[src/rtl/request_unit_if.sv]
// Handshake bundle between the control unit / memory side and the request sequencer.
interface request_unit_if;
  logic        dren_req;
  logic        dwen_req;
  logic        mem_halt;
  logic        ihit;
  logic        dhit;
  logic        iREN;
  logic        dREN;
  logic        dWEN;
  logic        pc_en;
  logic        halt;
  logic        err;
  logic [31:0] retired;

  modport master (
    output dren_req, dwen_req, mem_halt, ihit, dhit,
    input  iREN, dREN, dWEN, pc_en, halt, err, retired
  );

  modport slave (
    input  dren_req, dwen_req, mem_halt, ihit, dhit,
    output iREN, dREN, dWEN, pc_en, halt, err, retired
  );
endinterface

[src/rtl/request_unit.sv]
// Memory request sequencer: FETCH -> (DATA) -> FETCH, sticky HALT, retire counter.
// Optional DATA-wait timeout built when REQUNIT_TIMEOUT_EN is defined.
//
// state | meaning
// FETCH | iREN high, waiting on ihit; ALU ops retire here
// DATA  | dREN or dWEN held until dhit (or timeout)
// HALT  | all enables low, halt high; only RST leaves
module request_unit #(
  parameter int TIMEOUT = 255,
  parameter int TO_W    = 8
) (
  input  logic CLK,
  input  logic RST,
  request_unit_if.slave bus
);

  typedef enum logic [1:0] {FETCH = 2'd0, DATA = 2'd1, HALT = 2'd2} state_t;

  state_t      state, state_nx;
  logic        iren_q, dren_q, dwen_q, halt_q, err_q;
  logic        dren_d, dwen_d;
  logic        pc_en_c;
  logic        to_fire;
  logic [31:0] retired_q;

  if (TIMEOUT >= (1 << TO_W) || TIMEOUT < 1) begin : g_bad_timeout
    $error("request_unit: TIMEOUT must be in 1 .. 2**TO_W-1");
  end

`ifdef REQUNIT_TIMEOUT_EN
  localparam logic [TO_W-1:0] TO_LAST = TO_W'(TIMEOUT - 1);
  logic [TO_W-1:0] to_cnt;

  // Count value during DATA cycle k is k-1, so the TIMEOUT-th dhit-less cycle fires.
  assign to_fire = (state == DATA) && !bus.dhit && (to_cnt == TO_LAST);

  always_ff @(posedge CLK) begin
    if (RST) begin
      to_cnt <= '0;
      err_q  <= 1'b0;
    end else begin
      if (state != DATA)  to_cnt <= '0;
      else if (!bus.dhit) to_cnt <= to_cnt + 1'b1;
      if (to_fire) err_q <= 1'b1;
    end
  end
`else
  assign to_fire = 1'b0;
  assign err_q   = 1'b0;
`endif

  always_ff @(posedge CLK) begin : state_reg
    if (RST) state <= FETCH;
    else     state <= state_nx;
  end

  always_comb begin : next_state
    state_nx = state;
    unique case (state)
      FETCH: begin
        if (bus.ihit) begin
          if (bus.mem_halt)                     state_nx = HALT;
          else if (bus.dwen_req || bus.dren_req) state_nx = DATA;
        end
      end
      DATA: begin
        if (bus.dhit)     state_nx = FETCH;
        else if (to_fire) state_nx = HALT;
      end
      HALT:    state_nx = HALT;
      default: state_nx = FETCH;
    endcase
  end

  always_comb begin : out_logic
    pc_en_c = 1'b0;
    dren_d  = 1'b0;
    dwen_d  = 1'b0;
    unique case (state)
      FETCH: begin
        pc_en_c = bus.ihit && !bus.mem_halt && !bus.dren_req && !bus.dwen_req;
        // Write wins when the control unit flags both.
        if (bus.ihit && !bus.mem_halt) begin
          dwen_d = bus.dwen_req;
          dren_d = bus.dren_req && !bus.dwen_req;
        end
      end
      DATA: begin
        pc_en_c = bus.dhit;
        if (!bus.dhit && !to_fire) begin
          dren_d = dren_q;
          dwen_d = dwen_q;
        end
      end
      default: begin
        pc_en_c = 1'b0;
      end
    endcase
  end

  always_ff @(posedge CLK) begin : out_reg
    if (RST) begin
      iren_q    <= 1'b1;
      dren_q    <= 1'b0;
      dwen_q    <= 1'b0;
      halt_q    <= 1'b0;
      retired_q <= '0;
    end else begin
      iren_q    <= (state_nx == FETCH);
      dren_q    <= dren_d;
      dwen_q    <= dwen_d;
      halt_q    <= halt_q || (state_nx == HALT);
      retired_q <= retired_q + {31'd0, pc_en_c};
    end
  end

  assign bus.iREN    = iren_q;
  assign bus.dREN    = dren_q;
  assign bus.dWEN    = dwen_q;
  assign bus.pc_en   = pc_en_c;
  assign bus.halt    = halt_q;
  assign bus.err     = err_q;
  assign bus.retired = retired_q;

endmodule

[src/flat_wrapper.sv]
// flat-port wrapper written by rule: the top's interface ports become plain ports
module request_unit_flat 
#(
  parameter int TIMEOUT = 255,
  parameter int TO_W    = 8
)
  (CLK, RST, bus_dren_req, bus_dwen_req, bus_mem_halt, bus_ihit, bus_dhit, bus_iREN, bus_dREN, bus_dWEN, bus_pc_en, bus_halt, bus_err, bus_retired);
  request_unit_if bus_i ();
  input  logic CLK;
  input  logic RST;
  input wire logic [$bits(bus_i.dren_req)-1:0] bus_dren_req;
  input wire logic [$bits(bus_i.dwen_req)-1:0] bus_dwen_req;
  input wire logic [$bits(bus_i.mem_halt)-1:0] bus_mem_halt;
  input wire logic [$bits(bus_i.ihit)-1:0] bus_ihit;
  input wire logic [$bits(bus_i.dhit)-1:0] bus_dhit;
  output wire logic [$bits(bus_i.iREN)-1:0] bus_iREN;
  output wire logic [$bits(bus_i.dREN)-1:0] bus_dREN;
  output wire logic [$bits(bus_i.dWEN)-1:0] bus_dWEN;
  output wire logic [$bits(bus_i.pc_en)-1:0] bus_pc_en;
  output wire logic [$bits(bus_i.halt)-1:0] bus_halt;
  output wire logic [$bits(bus_i.err)-1:0] bus_err;
  output wire logic [$bits(bus_i.retired)-1:0] bus_retired;
  assign bus_i.dren_req = bus_dren_req;
  assign bus_i.dwen_req = bus_dwen_req;
  assign bus_i.mem_halt = bus_mem_halt;
  assign bus_i.ihit = bus_ihit;
  assign bus_i.dhit = bus_dhit;
  assign bus_iREN = bus_i.iREN;
  assign bus_dREN = bus_i.dREN;
  assign bus_dWEN = bus_i.dWEN;
  assign bus_pc_en = bus_i.pc_en;
  assign bus_halt = bus_i.halt;
  assign bus_err = bus_i.err;
  assign bus_retired = bus_i.retired;
  request_unit #(.TIMEOUT(TIMEOUT), .TO_W(TO_W)) u_core (.CLK(CLK), .RST(RST), .bus(bus_i));
endmodule
[config.mk]
export PLATFORM = sky130hd
export DESIGN_NAME = request_unit_flat
export DESIGN_NICKNAME = d
export VERILOG_FILES = /design/src/rtl/request_unit_if.sv /design/src/rtl/request_unit.sv /design/src/flat_wrapper.sv
export SDC_FILE = /design/constraint.sdc
export NUM_CORES = 1
export LEC_CHECK = 0
export ABC_AREA = 1
export CAP_MARGIN = 20
export CORE_MARGIN = 3
export CORE_UTILIZATION = 31
export CTS_BUF_LIST = sky130_fd_sc_hd__clkbuf_4 sky130_fd_sc_hd__clkbuf_8 sky130_fd_sc_hd__clkbuf_16
export CTS_CLUSTER_DIAMETER = 30
export DETAILED_ROUTE_END_ITERATION = 10
export GPL_ROUTABILITY_DRIVEN = 0
export PLACE_DENSITY = 0.55
export SYNTH_ARGS = -nofsm -noshare
export SYNTH_HDL_FRONTEND = slang
export SYNTH_SLANG_ARGS = --single-unit
[constraint.sdc]
create_clock -name CLK -period 5.1 [get_ports CLK]
set_clock_uncertainty 0.2 [all_clocks]
set_input_delay 1.02 -clock CLK [delete_from_list [all_inputs] [get_ports CLK]]
set_output_delay 1.02 -clock CLK [all_outputs]
set_load 0.1 [all_outputs]
Word-level counts from Yosys, hierarchy flattened
Index checks and enable logic that the tools add are counted.
{"block": "op_classes", "addsub": 1, "n_eq_ne": 4, "n_mux": 11, "n_reduce_logical": 11}
{"operator": "$add 32x1->32", "count": 1}
{"operator": "$mux 2", "count": 4}
{"operator": "$pmux 1 s2", "count": 3}
{"operator": "$pmux 2 s3", "count": 1}
{"operator": "$eq 2x2->1 const B", "count": 2}
{"operator": "$logic_and 1x1->1", "count": 4}
{"operator": "$logic_not 2->1", "count": 2}
{"operator": "$logic_not 1->1", "count": 3}
{"operator": "$mux 1", "count": 3}
{"operator": "$eq 2x1->1 const B", "count": 1}
{"operator": "$logic_or 1x1->1", "count": 2}
{"operator": "$ne 2x2->1 const B", "count": 1}
{"block": "totals", "regBits": 38, "out_inout_bits": 38}

Longest topological paths before layout
Gate-level depths: netlist (run 1).
{"block": "depth", "word_depth": 7, "mapped_depth": 13}

Worst setup path after synthesis (run 1)
No wires, ideal clock.
{"block": "synth_path", "path_kind": "in2reg", "from": "in bus_dwen_req", "to": "reg u_core.retired_q[26] (netlist: u_core.bus.retired[26])", "arrival_ns": 4.865, "required_time_ns": 4.772, "setup_slack_ns": -0.093, "cell_stages": 12, "n_path_buf": 0, "path_cell_list": "nor2_1 inv_1 o31ai_1 ha_1 ha_1 nand2_2 nor2_4 nand3_2 nor2_4 nand3_1 nand2_1 nor2_1"}
{"block": "synth_via", "elab_chain_len": 4}
{"element": "start, declared", "line_no": "flat_wrapper.sv:12", "source": "input wire logic [$bits(bus_i.dwen_req)-1:0] bus_dwen_req;"}
{"element": "$logic_not 1->1", "line_no": "request_unit.sv:81", "source": "pc_en_c = bus.ihit && !bus.mem_halt && !bus.dren_req && !bus.dwen_req;"}
{"element": "$logic_and 1x1->1", "line_no": "request_unit.sv:81"}
{"element": "$pmux 1 s2", "line_no": "request_unit.sv:79", "source": "unique case (state)"}
{"element": "named net bus_pc_en", "line_no": "flat_wrapper.sv:19", "source": "output wire logic [$bits(bus_i.pc_en)-1:0] bus_pc_en;"}
{"element": "$add 32x1->32", "line_no": "request_unit.sv:113", "source": "retired_q <= retired_q + {31'd0, pc_en_c};"}
{"element": "end signal, assigned", "line_no": "request_unit.sv:113"}
{"element": "end, declared", "line_no": "request_unit.sv:24", "source": "logic [31:0] retired_q;"}
The timed path passes the listed nets, and every way through them passes these cells.
A chain may end at the register's enable or synchronous reset.

Worst setup path after layout (run 1)
{"block": "layout_path", "from": "in bus_ihit", "to": "out bus_pc_en"}
{"block": "layout_via", "elab_chain_len": 4}
{"element": "start, declared", "line_no": "flat_wrapper.sv:14", "source": "input wire logic [$bits(bus_i.ihit)-1:0] bus_ihit;"}
{"element": "$logic_and 1x1->1 (3 in a row)", "line_no": "request_unit.sv:81"}
{"element": "$pmux 1 s2", "line_no": "request_unit.sv:79"}
{"element": "end, declared", "line_no": "flat_wrapper.sv:19"}
Every way passes these cells.

==> impl_metrics.env, run 1 <==
export IMPL_cp_max_fo=3
export IMPL_cts_made_buffers=5
export IMPL_num_vias=2029
export IMPL_ys_seq_area_share_pct=37.53
export IMPL_ir_worst_vdd_v=0.0001068
export IMPL_antennaDiodeCount=0
export IMPL_critPathKind="primary input to output port"
export IMPL_crit_family="buffers and inverters"
export IMPL_cp_start_kind="primary input"
export IMPL_min_path_cells=2
export IMPL_hold_viol=0
export IMPL_drtAntennaViolNets=0
export IMPL_slew_violations=0
export IMPL_grt_pass1_vias=1932
export IMPL_hold_ws_ps=261.8
export IMPL_synth_top_area_share_pct=37.53
export IMPL_die_w_um=86.86
export IMPL_max_cap_violations=0
export IMPL_finalSetupTns_ps=0
export IMPL_ff2ff_path_depth=12
export IMPL_syn_cell_area_um2=2027
export IMPL_cts_hold_buffers=0
export IMPL_power_density_nw_per_um2=214.1
export IMPL_dp_hpwl_um=4037
export IMPL_clockBufferDepth=2
export IMPL_die_area_um2=7545
export IMPL_synthDistinctLibCells=24
export IMPL_grt_antenna_before_repair=0
export IMPL_required_ps=3880
export IMPL_core_area_um2=6131
export IMPL_synth_area_per_cell_um2=6.414
export IMPL_cts_resized_gates=0
export IMPL_synth_seq_cells=38
export IMPL_slowest_delay_ps=470
export IMPL_drc=0
export IMPL_rsz0062_at_grt="no"
export IMPL_overflow=0
export IMPL_yosysTopAreaCell="dfxtp_1"
export IMPL_cts_sinks=38
export IMPL_hp_class="flip-flop to flip-flop"
export IMPL_maxSlewHeadroom_pct=33.90
export IMPL_p_leak_uw=0.0008770
export IMPL_largest_reg_flops=32
export IMPL_path_clk_slew_ps=70
export IMPL_wire_per_inst_um=11.67
export IMPL_worstPathArrival_ps=2270
export IMPL_tritoncts="done"
export IMPL_worstSkewPairLatency_ps=290
export IMPL_vias_per_cell=4.643
export IMPL_tightest_slew_ps=988.4
export IMPL_max_clock_freq_ghz=0.2863
export IMPL_synthCells=316
export IMPL_synth_warnings=0
export IMPL_yosys_top_cells_area="dfxtp_1, nand2_1, nor2_1"
export IMPL_nets=372
export IMPL_crit_buf_inv=2
export IMPL_drive_above_1_share_pct=8.840
export IMPL_finalCriticalPeriod_ps=3493
export IMPL_post_route_period_util_pct=68.49
export IMPL_ios=45
export IMPL_firstDrtPassIters=4
export IMPL_grt_pass1_wl_um=8914
export IMPL_cts_root_buf="clkbuf_8"
export IMPL_grt_max_degree=26
export IMPL_status="completed"
export IMPL_syn_nets=326
export IMPL_routed_wl_um=5101
export IMPL_die_h_um=86.86
export IMPL_grt_usage_pct=14.88
export IMPL_drt_initial_drc_count=88
export IMPL_htreeDepth=2
export IMPL_fp_row_count=28
export IMPL_syn_to_final_growth_pct=29.38
export IMPL_slowest_stage="clkdlybuf4s50_1"
export IMPL_worst_path_stages=4
export IMPL_setup_viol=0
export IMPL_port_buffers=43
export IMPL_cp_end_kind="output port"
export IMPL_start_util_pct=33.06
export IMPL_postCtsSetupBuffers=0
export IMPL_path_cells="clkdlybuf4s50_1 > nand2_1 > o31ai_2 > buf_4"
[worst register-to-register path, stage by stage (launching register included)]
cell	delay, ps
dfxtp_1	330
or2_2	320
o31ai_2	330
ha_1	220
ha_1	200
nand2_2	90
nor2_4	140
nand2_2	120
nor2_2	130
nand3_1	110
nand2_1	70
nand2_1	40
nor2_1	90
[layer usage]
layer	GRT usage, %	wire length (um)	part of all wire, %	vias up
li1	-	-	-	1070
met2	23.74	2283	45	41
met4	4.391	57	1.1	0
met3	4.636	305	6.0	6
met5	0	0	0	-
met1	19.22	2455	48	912
[power by group]
group | internal, uW | switching (uW) | total, uW
registers | 300 | 2.04 | 302
logic | 14.1 | 39.7 | 53.8
clock network | 99.1 | 106 | 205
[cells by family after synthesis]
| kind of cell | after synthesis | share of synthesized area [%] |
|---|---|---|
| flops | 38 | 37.53 |
| other cells | 1 | 0.1850 |
| compound gates | 29 | 7.531 |
| xor+xnor | 6 | 2.593 |
| buf+inv | 41 | 7.778 |
| simple gates | 198 | 42.53 |
| fa+ha+maj | 3 | 1.852 |
[worst paths after layout]
kind	endpoint	slack (ps)	from
max	bus_pc_en	1610	bus_ihit
min	u_core.bus.halt	260	u_core.bus.halt
max reg2reg	u_core.bus.retired[24]	2650	u_core.state[0]
min reg2reg	u_core.bus.halt	260	u_core.bus.halt
[metrics by stage]
stage,util [%],instances,setup WS [ps],instance area (um^2),power (uW)
CTS,42.78,437,1598,2623,570.6
global placement,41.41,430,1621,2539,363.3
global route,42.78,437,1526,2623,587.1
finish,42.78,437,1607,2623,561.5
floorplan,-,316,905.5,2032,349.2
detailed placement,41.41,430,1605,2539,363.4
[layout by cell type (no fill, tap or decap), drive strengths merged, types with 2 or more instances in the layout]
master,instances
a21oi,21
buf,2
clkbuf,6
clkdlybuf4s50,42
dfxtp,38
ha,3
inv,36
nand2,98
nand3,18
nand4,3
nor2,77
o21ai,5
o31ai,2
xnor2,2
xor2,4
[cells in the mapped netlist, drive strengths merged]
master  count
nand2      98
nor2       77
dfxtp      38
inv        36
a21oi      21
nand3      18
o21ai       5
clkbuf      4
xor2        4
ha          3
nand4       3
o31ai       2
xnor2       2
buf         1
conb        1
nand3b      1
o21a        1
or2         1
[final cells by class]
class,count,area [um^2]
repair buffers,44,435.4
fillers,662,3508
flip-flops and latches,38,760.7
clock buffers,6,76.32
clock inverters,1,7.507
inverters,36,135.1
multi-input cells,237,1114
well taps,75,93.84
(Power assumes the default switching activity.)
==> inputs of run 2 (changes only) <==
--- a/config.mk
+++ b/config.mk
@@ -13,7 +13,7 @@
 export CTS_CLUSTER_DIAMETER = 30
 export DETAILED_ROUTE_END_ITERATION = 10
 export GPL_ROUTABILITY_DRIVEN = 0
-export PLACE_DENSITY = 0.55
+export PLACE_DENSITY = 0.56
 export SYNTH_ARGS = -nofsm -noshare
 export SYNTH_HDL_FRONTEND = slang
 export SYNTH_SLANG_ARGS = --single-unit
==> constraint.sdc (replaced) <==
create_clock -name CLK -period 2.83 [get_ports CLK]
set_clock_uncertainty 0.2 [all_clocks]
set_input_delay 0.566 -clock CLK [delete_from_list [all_inputs] [get_ports CLK]]
set_output_delay 0.566 -clock CLK [all_outputs]
set_load 0.1 [all_outputs]
==> run 2 against run 1 <==
- core utilization up 0.59 points
- via count is essentially flat
- clock-buffer cell count shrank 1
- power rose by 80%
- first-iteration DRC count is 5.7% lower
- sequential cell count unchanged
- critical path depth grew 2
- final cell count rose by 1.8%
- clock power is 74% higher
- hold slack improved by 4.7 ps
- critical path type unchanged
==> impl_metrics.env, run 2 (synthesis gave the netlist of run 1 again) <==
export IMPL_status="completed"
export IMPL_setup_viol=0
export IMPL_tritoncts="done"
export IMPL_drtAntennaViolNets=0
export IMPL_route_met2_wl_um=2386
export IMPL_dp_cells=438
export IMPL_fp_row_count=28
export IMPL_slew_violations=0
export IMPL_cts_made_buffers=5
export IMPL_required_ps=2060
export IMPL_max_cap_violations=0
export IMPL_internal_power_uw=735.5
export IMPL_hp_class="flip-flop to flip-flop"
export IMPL_start_util_pct=33.06
export IMPL_syn_to_final_growth_pct=31.17
export IMPL_p_switching_uw=272.7
export IMPL_core_area_um2=6131
export IMPL_clockBufferDepth=2
export IMPL_grt_antenna_before_repair=0
export IMPL_overflow=0
export IMPL_drc=0
export IMPL_cp_max_fo=2
export IMPL_port_buffers=43
export IMPL_slowest_delay_ps=560
export IMPL_grt_usage_pct=15.28
export IMPL_layout_common_cells="nand2_1, nor2_1, buf_4"
export IMPL_finalCriticalPeriod_ps=2629
export IMPL_cp_end_kind="output port"
export IMPL_nets=380
export IMPL_die_h_um=86.86
export IMPL_wire_per_inst_um=12.20
export IMPL_maxUsedRoutingLayer="met4"
export IMPL_finalPower_uw=1008
export IMPL_max_clock_freq_ghz=0.3804
export IMPL_htreeDepth=2
export IMPL_firstDrtPassIters=4
export IMPL_power_density_nw_per_um2=379.2
export IMPL_path_cells="clkdlybuf4s50_1 > inv_12 > nand2_4 > o31ai_4 > buf_4 > buf_12"
export IMPL_cts_sinks=38
export IMPL_p_leak_uw=0.001012
export IMPL_drive_above_1_share_pct=22.43
export IMPL_cts_resized_gates=0
export IMPL_final_cells=445
export IMPL_hold_ws_ps=266.5
export IMPL_routed_wl_um=5431
export IMPL_worstSkewPairLatency_ps=280
export IMPL_dr_wl_met3_um=282
export IMPL_met1Wirelength_um=2732
export IMPL_seqPwrFrac_pct=54.0
export IMPL_die_area_um2=7545
export IMPL_post_route_period_util_pct=92.88
export IMPL_dp_hpwl_um=4296
export IMPL_largest_reg_flops=32
export IMPL_num_vias=2027
export IMPL_grt_pass1_wl_um=9059
export IMPL_dp_slack_ps=-117.7
export IMPL_grt_pass1_vias=1891
export IMPL_switching_share_pct=27.05
export IMPL_rsz0062_at_grt="no"
export IMPL_drt_initial_drc_count=83
export IMPL_hold_viol=0
export IMPL_slowest_stage="clkdlybuf4s50_1"
export IMPL_cp_start_kind="primary input"
export IMPL_p_comb_share_pct=10.6
export IMPL_ios=45
export IMPL_postCtsSetupBuffers=0
export IMPL_p_clk_share_pct=35.4
export IMPL_path_clk_slew_ps=80
export IMPL_cts_root_buf="clkbuf_8"
export IMPL_antennaDiodeCount=0
export IMPL_worstPathArrival_ps=1860
export IMPL_cts_hold_buffers=0
export IMPL_die_w_um=86.86
export IMPL_grt_max_degree=25
export IMPL_final_common_cell="nand2_1"
export IMPL_critPathKind="primary input to output port"
export IMPL_vias_per_cell=4.555
export IMPL_timing_final_ws_setup_ps=201.4
export IMPL_ir_worst_vdd_v=0.0002005
export IMPL_finalSetupTns_ps=0
## run 2: final timing paths
kind	start	endpoint	slack, ps	cells past startpoint
worst max-delay path	bus_mem_halt	bus_pc_en	200	6
worst min register to register	u_core.bus.halt	u_core.bus.halt	270	2
worst min-delay path	u_core.bus.halt	u_core.bus.halt	270	2
worst max register to register	u_core.state[0]	u_core.bus.retired[15]	530	9
## run 2: power groups by stage
stage / clock (uW) / combinational, uW / sequential (uW)
after global placement: 0 / 108 / 557
after CTS: 371 / 108 / 545
after detailed placement: 0 / 108 / 557
final: 357 / 107 / 545
after global routing: 389 / 113 / 545
after floorplan: 0 / 40.6 / 593
## run 2: critical path: cells and delay by family
family          cells  cell delay (ps)
compound gates      1              250
buf+inv             4              980
simple gates        1               60
## run 2: through the flow
step                      instance area (um^2)  utilization, %
after global placement                    2580           42.08
after global routing                      2659           43.37
after CTS                                 2659           43.37
final                                     2659           43.37
after floorplan                           2091               -
after detailed placement                  2580           42.08
## run 2: final cells by class
| class | count | area (um^2) |
|---|---|---|
| inverter | 36 | 147.6 |
| multi-input combinational | 237 | 1160 |
| clock buffer | 5 | 68.82 |
| sequential | 38 | 760.7 |
| tap | 75 | 93.84 |
| clock inverter | 2 | 10.01 |
| timing repair buffer | 52 | 417.9 |
| fill | 650 | 3472 |
## run 2: per-layer routing
metal,global-route usage [%],vias to the layer above
met2,23.74,43
met3,3.217,2
met4,3.399,0
met1,21.68,898
met5,0,-
li1,-,1084
